<file path="src/rtl/ws2812_pkg.sv">
// Shared WS2812 timing constants, SFR map and decode helpers for the LED transmitter and receiver.
package ws2812_pkg;

    localparam int unsigned T0H      = 20;
    localparam int unsigned T1H      = 40;
    localparam int unsigned T_THRESH = 30;
    localparam int unsigned RESET    = 3000;

    localparam logic [7:0] SFR_TX_CTRL = 8'hC2;
    localparam logic [7:0] SFR_TX_G    = 8'hC3;
    localparam logic [7:0] SFR_TX_R    = 8'hC4;
    localparam logic [7:0] SFR_TX_B    = 8'hC5;
    localparam logic [7:0] SFR_RX_STAT = 8'hC6;
    localparam logic [7:0] SFR_RX_DATA = 8'hC7;
    localparam logic [7:0] SFR_RX_FLEN = 8'hC8;

    typedef enum logic [1:0] {ByteG, ByteR, ByteB} byte_sel_e;
    typedef enum logic [1:0] {PulseGlitch, PulseZero, PulseOne, PulseErr} pulse_e;

    function automatic pulse_e classify_pulse(input int unsigned width, input int unsigned glitch,
                                              input int unsigned thresh,
                                              input int unsigned high_max);
        if (width < glitch) return PulseGlitch;
        if (width <= thresh) return PulseZero;
        if (width <= high_max) return PulseOne;
        return PulseErr;
    endfunction

endpackage

</file>
<file path="src/rtl/ws2812_rx_fifo.sv">
// Synchronous word FIFO; a push into a full FIFO is accepted only when a pop frees a slot.
module ws2812_rx_fifo #(
    parameter int unsigned WIDTH = 24,
    parameter int unsigned DEPTH = 4
) (
    input  logic                           clk,
    input  logic                           rst_n,
    input  logic                           flush,
    input  logic                           push,
    input  logic [WIDTH-1:0]               wdata,
    input  logic                           pop,
    output logic [WIDTH-1:0]               rdata,
    output logic                           full,
    output logic                           empty,
    output logic [$clog2(DEPTH+1)-1:0]     count
);
    localparam int unsigned CW = $clog2(DEPTH + 1);
    localparam int unsigned AW = (DEPTH > 1) ? $clog2(DEPTH) : 1;

    logic [WIDTH-1:0] mem [DEPTH];
    logic [AW-1:0]    wr_ptr_q, rd_ptr_q;
    logic [CW-1:0]    count_q;
    logic             do_push, do_pop;

    assign full    = (count_q == CW'(DEPTH));
    assign empty   = (count_q == '0);
    assign count   = count_q;
    assign rdata   = mem[rd_ptr_q];
    assign do_pop  = pop & ~empty;
    assign do_push = push & (~full | do_pop);

    function automatic logic [AW-1:0] wrap_inc(input logic [AW-1:0] ptr);
        return (ptr == AW'(DEPTH - 1)) ? '0 : ptr + AW'(1);
    endfunction

    always_ff @(posedge clk or negedge rst_n) begin
        if (!rst_n) begin
            wr_ptr_q <= '0;
            rd_ptr_q <= '0;
            count_q  <= '0;
        end else if (flush) begin
            wr_ptr_q <= '0;
            rd_ptr_q <= '0;
            count_q  <= '0;
        end else begin
            if (do_push) wr_ptr_q <= wrap_inc(wr_ptr_q);
            if (do_pop) rd_ptr_q <= wrap_inc(rd_ptr_q);
            if (do_push && !do_pop) count_q <= count_q + CW'(1);
            else if (do_pop && !do_push) count_q <= count_q - CW'(1);
        end
    end

    always_ff @(posedge clk) begin
        if (do_push && !flush) mem[wr_ptr_q] <= wdata;
    end

endmodule

</file>
<file path="src/rtl/ws2812_rx.sv">
// WS2812 serial receiver: pulse-width decoder, frame detection and 8051 SFR access to a word FIFO.
module ws2812_rx #(
    parameter int unsigned T_GLITCH   = 8,
    parameter int unsigned T_THRESH   = ws2812_pkg::T_THRESH,
    parameter int unsigned T_HIGH_MAX = 60,
    parameter int unsigned RESET      = ws2812_pkg::RESET,
    parameter int unsigned FIFO_DEPTH = 4
) (
    input  logic       clk,
    input  logic       rst_n,
    input  logic       din,
    input  logic [7:0] sfr_addr,
    input  logic       sfr_rd,
    input  logic       sfr_wr,
    input  logic [7:0] controller_data_in,
    output logic [7:0] sfr_data_out,
    output logic       irq
);
    import ws2812_pkg::*;

    localparam int unsigned HW = $clog2(T_HIGH_MAX + 2);
    localparam int unsigned LW = $clog2(RESET + 1);
    localparam int unsigned CW = $clog2(FIFO_DEPTH + 1);

    logic          din_meta_q, din_sync_q, din_prev_q;
    logic [HW-1:0] high_cnt_q, high_cnt_d;
    logic [LW-1:0] low_cnt_q, low_cnt_d;
    logic [23:0]   shift_q, shift_d;
    logic [4:0]    bit_cnt_q, bit_cnt_d;
    logic [7:0]    word_cnt_q, word_cnt_d, frame_len_q, frame_len_d;
    logic          ovf_q, err_q, done_q, enable_q;
    logic          ovf_d, err_d, done_d, enable_d;
    byte_sel_e     ptr_q, ptr_d;
    logic [7:0]    rd_data_d;
    logic          fall, frame_end, word_push, err_set, wr_stat;
    pulse_e        pulse;
    logic          fifo_pop, fifo_flush, fifo_full, fifo_empty;
    logic [CW-1:0] fifo_count;
    logic [23:0]   fifo_head;

    ws2812_rx_fifo #(
        .WIDTH (24),
        .DEPTH (FIFO_DEPTH)
    ) u_fifo (
        .clk   (clk),
        .rst_n (rst_n),
        .flush (fifo_flush),
        .push  (word_push),
        .wdata (shift_d),
        .pop   (fifo_pop),
        .rdata (fifo_head),
        .full  (fifo_full),
        .empty (fifo_empty),
        .count (fifo_count)
    );

    assign fall    = din_prev_q & ~din_sync_q;
    assign pulse   = classify_pulse(32'(high_cnt_q), T_GLITCH, T_THRESH, T_HIGH_MAX);
    assign wr_stat = sfr_wr && (sfr_addr == SFR_RX_STAT);

    always_comb begin
        high_cnt_d = '0;
        if (din_sync_q) begin
            high_cnt_d = (high_cnt_q == HW'(T_HIGH_MAX + 1)) ? high_cnt_q : high_cnt_q + HW'(1);
        end
        low_cnt_d = '0;
        frame_end = 1'b0;
        if (!din_sync_q) begin
            low_cnt_d = low_cnt_q;
            if (low_cnt_q != LW'(RESET)) begin
                low_cnt_d = low_cnt_q + LW'(1);
                frame_end = (low_cnt_q == LW'(RESET - 1));
            end
        end

        shift_d   = shift_q;
        bit_cnt_d = bit_cnt_q;
        word_push = 1'b0;
        err_set   = 1'b0;
        if (!enable_q) begin
            bit_cnt_d = '0;
        end else if (fall) begin
            case (pulse)
                PulseZero, PulseOne: begin
                    shift_d = {shift_q[22:0], pulse == PulseOne};
                    if (bit_cnt_q == 5'd23) begin
                        word_push = 1'b1;
                        bit_cnt_d = '0;
                    end else begin
                        bit_cnt_d = bit_cnt_q + 5'd1;
                    end
                end
                PulseErr: begin
                    err_set   = 1'b1;
                    bit_cnt_d = '0;
                end
                default: ;
            endcase
        end
        // A frame that ends mid-word leaves an unusable partial word behind.
        if (frame_end && bit_cnt_q != '0) begin
            err_set   = 1'b1;
            bit_cnt_d = '0;
        end

        word_cnt_d  = word_cnt_q;
        frame_len_d = frame_len_q;
        if (frame_end) begin
            frame_len_d = word_cnt_q;
            word_cnt_d  = '0;
        end else if (word_push && word_cnt_q != 8'hFF) begin
            word_cnt_d = word_cnt_q + 8'd1;
        end
    end

    always_comb begin
        rd_data_d  = sfr_data_out;
        ptr_d      = ptr_q;
        fifo_pop   = 1'b0;
        if (sfr_rd) begin
            case (sfr_addr)
                SFR_RX_STAT: rd_data_d = {3'(fifo_count), done_q, err_q, ovf_q, fifo_full,
                                          ~fifo_empty};
                SFR_RX_DATA: begin
                    rd_data_d = 8'h00;
                    if (!fifo_empty) begin
                        case (ptr_q)
                            ByteG: begin
                                rd_data_d = fifo_head[23:16];
                                ptr_d     = ByteR;
                            end
                            ByteR: begin
                                rd_data_d = fifo_head[15:8];
                                ptr_d     = ByteB;
                            end
                            default: begin
                                rd_data_d = fifo_head[7:0];
                                ptr_d     = ByteG;
                                fifo_pop  = 1'b1;
                            end
                        endcase
                    end
                end
                SFR_RX_FLEN: rd_data_d = frame_len_q;
                default:     rd_data_d = 8'h00;
            endcase
        end
        fifo_flush = wr_stat & controller_data_in[7];
        if (fifo_flush) ptr_d = ByteG;

        // Setting wins over a write-one-to-clear in the same cycle.
        ovf_d    = (ovf_q & ~(wr_stat & controller_data_in[2])) |
                   (word_push & fifo_full & ~fifo_pop);
        err_d    = (err_q & ~(wr_stat & controller_data_in[3])) | err_set;
        done_d   = (done_q & ~(wr_stat & controller_data_in[4])) | frame_end;
        enable_d = (sfr_wr && sfr_addr == SFR_RX_FLEN) ? controller_data_in[0] : enable_q;
    end

    always_ff @(posedge clk or negedge rst_n) begin
        if (!rst_n) begin
            din_meta_q   <= 1'b0;
            din_sync_q   <= 1'b0;
            din_prev_q   <= 1'b0;
            high_cnt_q   <= '0;
            low_cnt_q    <= '0;
            shift_q      <= '0;
            bit_cnt_q    <= '0;
            word_cnt_q   <= '0;
            frame_len_q  <= '0;
            ovf_q        <= 1'b0;
            err_q        <= 1'b0;
            done_q       <= 1'b0;
            enable_q     <= 1'b1;
            ptr_q        <= ByteG;
            sfr_data_out <= '0;
            irq          <= 1'b0;
        end else begin
            din_meta_q   <= din;
            din_sync_q   <= din_meta_q;
            din_prev_q   <= din_sync_q;
            high_cnt_q   <= high_cnt_d;
            low_cnt_q    <= low_cnt_d;
            shift_q      <= shift_d;
            bit_cnt_q    <= bit_cnt_d;
            word_cnt_q   <= word_cnt_d;
            frame_len_q  <= frame_len_d;
            ovf_q        <= ovf_d;
            err_q        <= err_d;
            done_q       <= done_d;
            enable_q     <= enable_d;
            ptr_q        <= ptr_d;
            sfr_data_out <= rd_data_d;
            irq          <= ~fifo_empty | done_q;
        end
    end

endmodule

</file>
<file path="config.mk">
export PLATFORM = sky130hd
export DESIGN_NAME = ws2812_rx
export DESIGN_NICKNAME = d
export VERILOG_FILES = /design/src/rtl/ws2812_pkg.sv /design/src/rtl/ws2812_rx_fifo.sv /design/src/rtl/ws2812_rx.sv
export SDC_FILE = /design/constraint.sdc
export NUM_CORES = 1
export LEC_CHECK = 0
export CAP_MARGIN = 20
export CORE_MARGIN = 1
export CORE_UTILIZATION = 25
export CTS_BUF_LIST = sky130_fd_sc_hd__clkbuf_4 sky130_fd_sc_hd__clkbuf_8
export DETAILED_ROUTE_END_ITERATION = 6
export GPL_TIMING_DRIVEN = 0
export PLACE_DENSITY = 0.46
export SETUP_SLACK_MARGIN = 0.5
export SLEW_MARGIN = 0
export SYNTH_ARGS = -nofsm -noshare
export SYNTH_HDL_FRONTEND = slang
export SYNTH_SLANG_ARGS = --single-unit
</file>
<file path="constraint.sdc">
create_clock -name clk -period 10.5 [get_ports clk]
set_clock_uncertainty 0.2 [all_clocks]
set_input_delay 1.575 -clock clk [delete_from_list [all_inputs] [get_ports clk]]
set_output_delay 1.575 -clock clk [all_outputs]
set_load 0.02 [all_outputs]
</file>
# After elaboration in Yosys (flattened, before gate mapping)
# Memory sizes are Yosys's and may differ from the RTL's.
# Index checks and enable logic that the tools add are counted.
# W data, S select, Z words.
[classes] magnitude_cmp=3 eq_ne=19 n_reduce_logical=24 bitwise_logic=24 addsub=8 muxes=59
[ops] op="$mux W24" n=3
[ops] op="$mux W2" n=16
[ops] op="$eq A8 B8 Y1 const B" n=3
[ops] op="$mux W12" n=2
[ops] op="$mux W8" n=3
[ops] op="$pmux W8 S3" n=1
[ops] op="$mux W1" n=22
[ops] op="$mux W5" n=4
[ops] op="$pmux W8 S2" n=1
[ops] op="$add A12 B1 Y12 const B" n=1
[ops] op="$and A1 B1 Y1" n=12
[ops] op="$eq A12 B12 Y1 const B" n=1
[ops] op="$mux W6" n=2
[ops] op="$ne A12 B12 Y1 const B" n=1
[ops] op="$reduce_bool A2 Y1" n=6
[ops] op="$pmux W5 S2" n=1
[ops] op="$mux W3" n=3
[ops] op="$add A8 B1 Y8 const B" n=1
[ops] op="$eq A2 B2 Y1 const B" n=4
[ops] op="$ne A8 B8 Y1 const B" n=1
[ops] op="$logic_and A1 B1 Y1" n=7
[ops] op="$not A1 Y1" n=7
[ops] op="$add A6 B1 Y6 const B" n=1
[ops] op="$eq A6 B6 Y1 const B" n=1
[ops] op="other kinds (24)" n=33
[totals] elab_cells=157 n_memories=1 input_bits=21 ramBits=96 register_bits=88
[mem_list] memory="u_fifo.mem" words=4 word_bits=24 rd=1 rd_ports_with_merged_regs=0 write_ports=1 line_no="ws2812_rx_fifo.sv:20" text="logic [WIDTH-1:0] mem [DEPTH];"

# Depth between registers and ports, before layout
[depth] ltp_word=19 mapped_depth=15 depth_no_buf=15

# By module
# A second synthesis with hierarchy kept.
[unflattened] cells_unflattened=621 hier_area_um2=8101.5
[by_module_without_submodules] module="ws2812_rx_fifo" cells_per_inst=187 area_per_inst_um2=4051.4 instances=1
[by_module_without_submodules] module="ws2812_rx" cells_per_inst=434 area_per_inst_um2=4050.1 instances=1

# Worst setup path before layout
# No wires, ideal clock.
[synth_path] path_type="in2reg" startpoint="input port sfr_addr[4]" endpoint="memory u_fifo.mem[0][0], enable pin" cell_stages=5 path_slack_ns=6.515 arrival_ns=3.402 required_time_ns=9.917 path_cell_list="nand4bb_1 -> nor4b_1 -> nand3_1 -> a21oi_1 -> and3_1"
[synth_via] elab_chain_cells=9 elab_cells_between_ends=13 classes_between="2 x eq/ne; 4 x mux; 4 x bitwise; 3 x reduce/logical"
[synth_lines] element="start: declaration" line_no="ws2812_rx.sv:12" text="input logic [7:0] sfr_addr,"
[synth_lines] element="$eq A8 B8 Y1" line_no="ws2812_rx.sv:121" text="case (sfr_addr)"
[synth_lines] element="$mux W1" line_no="ws2812_rx.sv:121"
[synth_lines] element="$mux W1" line_no="ws2812_rx.sv:120" text="if (sfr_rd) begin"
[synth_lines] element="$and A1 B1 Y1" line_no="ws2812_rx_fifo.sv:29" text="assign do_pop = pop & ~empty;"
[synth_lines] element="$or A1 B1 Y1" line_no="ws2812_rx_fifo.sv:30" text="assign do_push = push & (~full | do_pop);"
[synth_lines] element="$and A1 B1 Y1" line_no="ws2812_rx_fifo.sv:30"
[synth_lines] element="$logic_and A1 B1 Y1 *" line_no="ws2812_rx_fifo.sv:54" text="if (do_push && !flush) mem[wr_ptr_q] <= wdata;"
[synth_lines] element="$mux W1 *" line_no="ws2812_rx_fifo.sv:54"
[synth_lines] element="$mux W1 (implied by the code) *" line_no="ws2812_rx_fifo.sv:54"
[synth_lines] element="end: declaration" line_no="ws2812_rx_fifo.sv:20"
# Mark *: on every way between the ends. The rest lies on a longest branch, timed or not.

# Final worst setup path
[layout_path] startpoint="input port sfr_addr[4]" endpoint="memory u_fifo.mem[1][3], enable pin"
# Same word-level chain as after synthesis.

==> impl_metrics.py <==
metrics = {
    "status": {
        "status": "completed",
    },
    "worst_setup_path": {
        "slowest_delay_ns": 0.81,
        "critPathTopFamily": "simple AND/OR/NAND/NOR gates",
        "path_cells": "clkdlybuf4s50_1, nand4bb_1, nor4b_1, nand3_1, a21oi_1, and3_2",
        "path_max_fanout": 24,
        "end_kind": "flip-flop",
        "critPathSlowestCell": "and3_2",
        "worst-path-buf-inv": 1,
        "start_kind": "input port",
        "required_ns": 10.38,
        "cp.arrival_ns": 4.34,
        "crit_type": "in2reg",
    },
    "logic_synthesis": {
        "synth_common_cells": "edfxtp_1, dfrtp_1, nand2_1",
        "syn_area_sq_mm": 0.00797,
        "yosysSeqAreaShare_pct": 63.8,
        "synth_edf_count": 96,
        "yosysTopAreaCellShare_pct": 36.2,
        "synth.most_common_cell": "edfxtp_1",
        "ys_seq_elements": 184,
        "async_reset_ff_share_pct": 47.8,
        "syn_nets": 620,
        "postSynthCellCount": 583,
        "yosysWarnings": 0,
        "yosys-top-cells-area": "edfxtp_1, dfrtp_1, mux4_2",
        "ys_types": 56,
        "syn_avg_cell_area_sq_um": 13.7,
        "synthFlopType": "edfxtp_1",
        "yosys.area.top_type": "edfxtp_1",
    },
    "timing": {
        "hold_viol_final": 0,
        "whs_ns": 0.161,
        "setup_violations": 0,
        "period_share_pct": 42.5,
        "finalMaxSlewViolations": 0,
        "fin_setup_tns_ns": 0,
        "worst_slew_pin_slew_ns": 0.991,
        "fin_ws_ns": 6.03,
        "rsz0062_at_grt": "false",
        "fin_crit_ns": 4.47,
        "slew_headroom_pct": 33.8,
        "clock.fmax_mhz": 224,
    },
    "cts": {
        "numCtsBuffers": 17,
        "path_clk_slew_ns": 0.10,
        "cts_tree": "yes",
        "clk_latency_ns": 0.45,
        "cts_root_buf": "clkbuf_8",
        "post_cts_buffers": 0,
        "htree_levels": 4,
        "cts_resized": 0,
        "cts_sinks": 184,
        "cts_max_path_buffers": 2,
        "postCtsHoldBufs": 0,
    },
    "cells_and_area": {
        "layout-drive-gt1-share_pct": 14.9,
        "final_util_pct": 29.1,
        "syn2layout_area_growth_pct": 14.8,
        "final_net_count": 668,
        "diodes": 0,
        "stdcell_count": 1046,
    },
    "floorplanning": {
        "row_count": 65,
        "coreArea_sq_mm": 0.0315,
        "dieArea_sq_mm": 0.0326,
        "ios": 30,
        "die_x_um": 181,
        "dieHeight_um": 181,
        "start_util_pct": 25.3,
    },
    "hold_path": {
        "hold_class": "reg2reg",
    },
    "detailed_routing": {
        "wl_per_cell_um": 16.8,
        "wirelength_mm": 17.5,
        "antenna_left": 0,
        "vias": 4754,
        "vias_per_cell": 4.54,
        "drcViolationCount": 0,
        "detail_route.first_pass.iterations": 4,
        "initialDrtViolationCount": 410,
    },
    "global_routing": {
        "grt_pass1_vias": 4924,
        "grt.overflow.total": 0,
        "grt_max_degree": 51,
        "antenna_found_initial": 0,
        "grt_pass1_wl_mm": 28.0,
        "gr-usage-all-layers_pct": 11.2,
    },
    "job": {
        "maxCapViolations": 0,
    },
    "place": {
        "dp.cells": 1013,
        "port_buffers": 26,
        "dp_hpwl_mm": 12.0,
        "routabilityCongestion": 0.796,
        "dp_slack_ns": 5.54,
    },
    "pwr": {
        "p_leak_uw": 0.00359,
        "peakVddDrop_mv": 0.0549,
        "cellPowerDensity_mw_per_mm2": 138,
    },
}
## worst register-to-register path, cell delays in order, from the launching register on
cell and delay (ns):
dfrtp_1 0.43, inv_1 0.11, ha_1 0.15, nand4b_1 0.09, o21ai_0 0.08, a32o_1 0.25, ha_1 0.31, nand4b_1 0.57
or2_1 0.53, a21oi_1 0.45, and3_2 0.81
## through the flow
step,total power (uW),area [sq um]
floorplan,796,7970
global placement,821,8730
detailed placement,823,8770
CTS,1280,9140
global route,1300,9140
finish,1260,9140
## report_power, final
part | leakage, uW | switching (uW) | internal, uW | total [uW]
sequential | 0.00226 | 5.89 | 759 | 765
clock | 0.000182 | 255 | 195 | 451
combinational | 0.00115 | 24.0 | 18.6 | 42.6
total | 0.00359 | 285 | 973 | 1260
## flip-flops by register name, summed over array words and instances (netlist names)
register	cells
ptr_q	2
u_fifo.wr_ptr_q	2
err_q	1
irq	1
din_meta_q	1
u_fifo.rd_ptr_q	2
word_cnt_q	8
u_fifo.mem	96
bit_cnt_q	5
ovf_q	1
enable_q	1
frame_len_q	8
din_sync_q	1
din_prev_q	1
sfr_data_out	8
high_cnt_q	6
u_fifo.count	3
low_cnt_q	12
done_q	1
shift_q	24
## path summary, 6_finish.rpt
path                       cells past startpoint               end           from  slack (ns)
hold reg to reg                                0        din_sync_q     din_meta_q        0.16
setup reg to reg                              10  u_fifo.mem[1][3]  high_cnt_q[0]        6.11
setup / recovery                               6  u_fifo.mem[1][3]    sfr_addr[4]        6.03
min in group asynchronous                      1     word_cnt_q[3]          rst_n        0.90
hold / removal                                 0        din_sync_q     din_meta_q        0.16
max in group asynchronous                      2          enable_q          rst_n        8.49
## cell families (layout without fill, tap and decap cells)
family	after synthesis	after routing	share of synthesized area (%)
DFF	184	184	63.8
xor gates and xnor gates	18	18	1.98
and+or+nand+nor	202	202	13.2
muxes	67	67	11.5
buffers and inverters	38	99	1.87
AOI/OAI and AO/OA	58	58	4.98
adders and majority gates	16	16	2.61
## cell type report
| cell class | instances | area, sq um |
|---|---|---|
| clock inverter | 14 | 125 |
| buffer | 19 | 77.6 |
| sequential | 184 | 5090 |
| tap | 402 | 503 |
| multi-input combinational | 361 | 2740 |
| clock buffer | 18 | 248 |
| fill | 3120 | 22300 |
| timing repair buffer | 29 | 295 |
| inverter | 19 | 71.3 |
## layout by cell type, fill, tap and decap left out, types with 3 or more instances in the layout
master,netlist,routed
nand4b_1,6,6
mux4_2,17,17
clkbuf_8,0,18
nand2_1,68,68
nand3_1,20,20
edfxtp_1,96,96
and3_1,9,5
nand2b_1,15,15
mux2i_1,24,24
a22o_1,4,4
nand4_1,7,7
a22oi_1,7,7
xnor2_1,12,12
nand3b_1,3,3
and3_2,0,4
clkdlybuf4s50_1,0,25
a31oi_1,8,8
xor2_1,6,6
or3_1,5,5
mux2_2,26,26
and2_1,7,7
buf_2,5,7
a21oi_1,8,8
inv_1,19,19
o21ai_0,12,12
clkinvlp_4,0,3
nor4_1,3,3
dfrtp_1,87,87
o2111ai_1,6,6
ha_1,15,15
nor2_1,36,36
clkbuf_1,14,14
clkinv_4,0,3
nor3_1,5,5
## metal layers
| layer | share of wire [%] | vias to the layer above | GRT usage, % |
|---|---|---|---|
| met5 | 0 | - | 0 |
| met4 | 1.3 | 0 | 3.45 |
| met3 | 2.2 | 16 | 1.62 |
| met2 | 49 | 66 | 18.4 |
| met1 | 47 | 2436 | 15.3 |
| li1 | - | 2236 | - |
(Power assumes the default switching activity.)
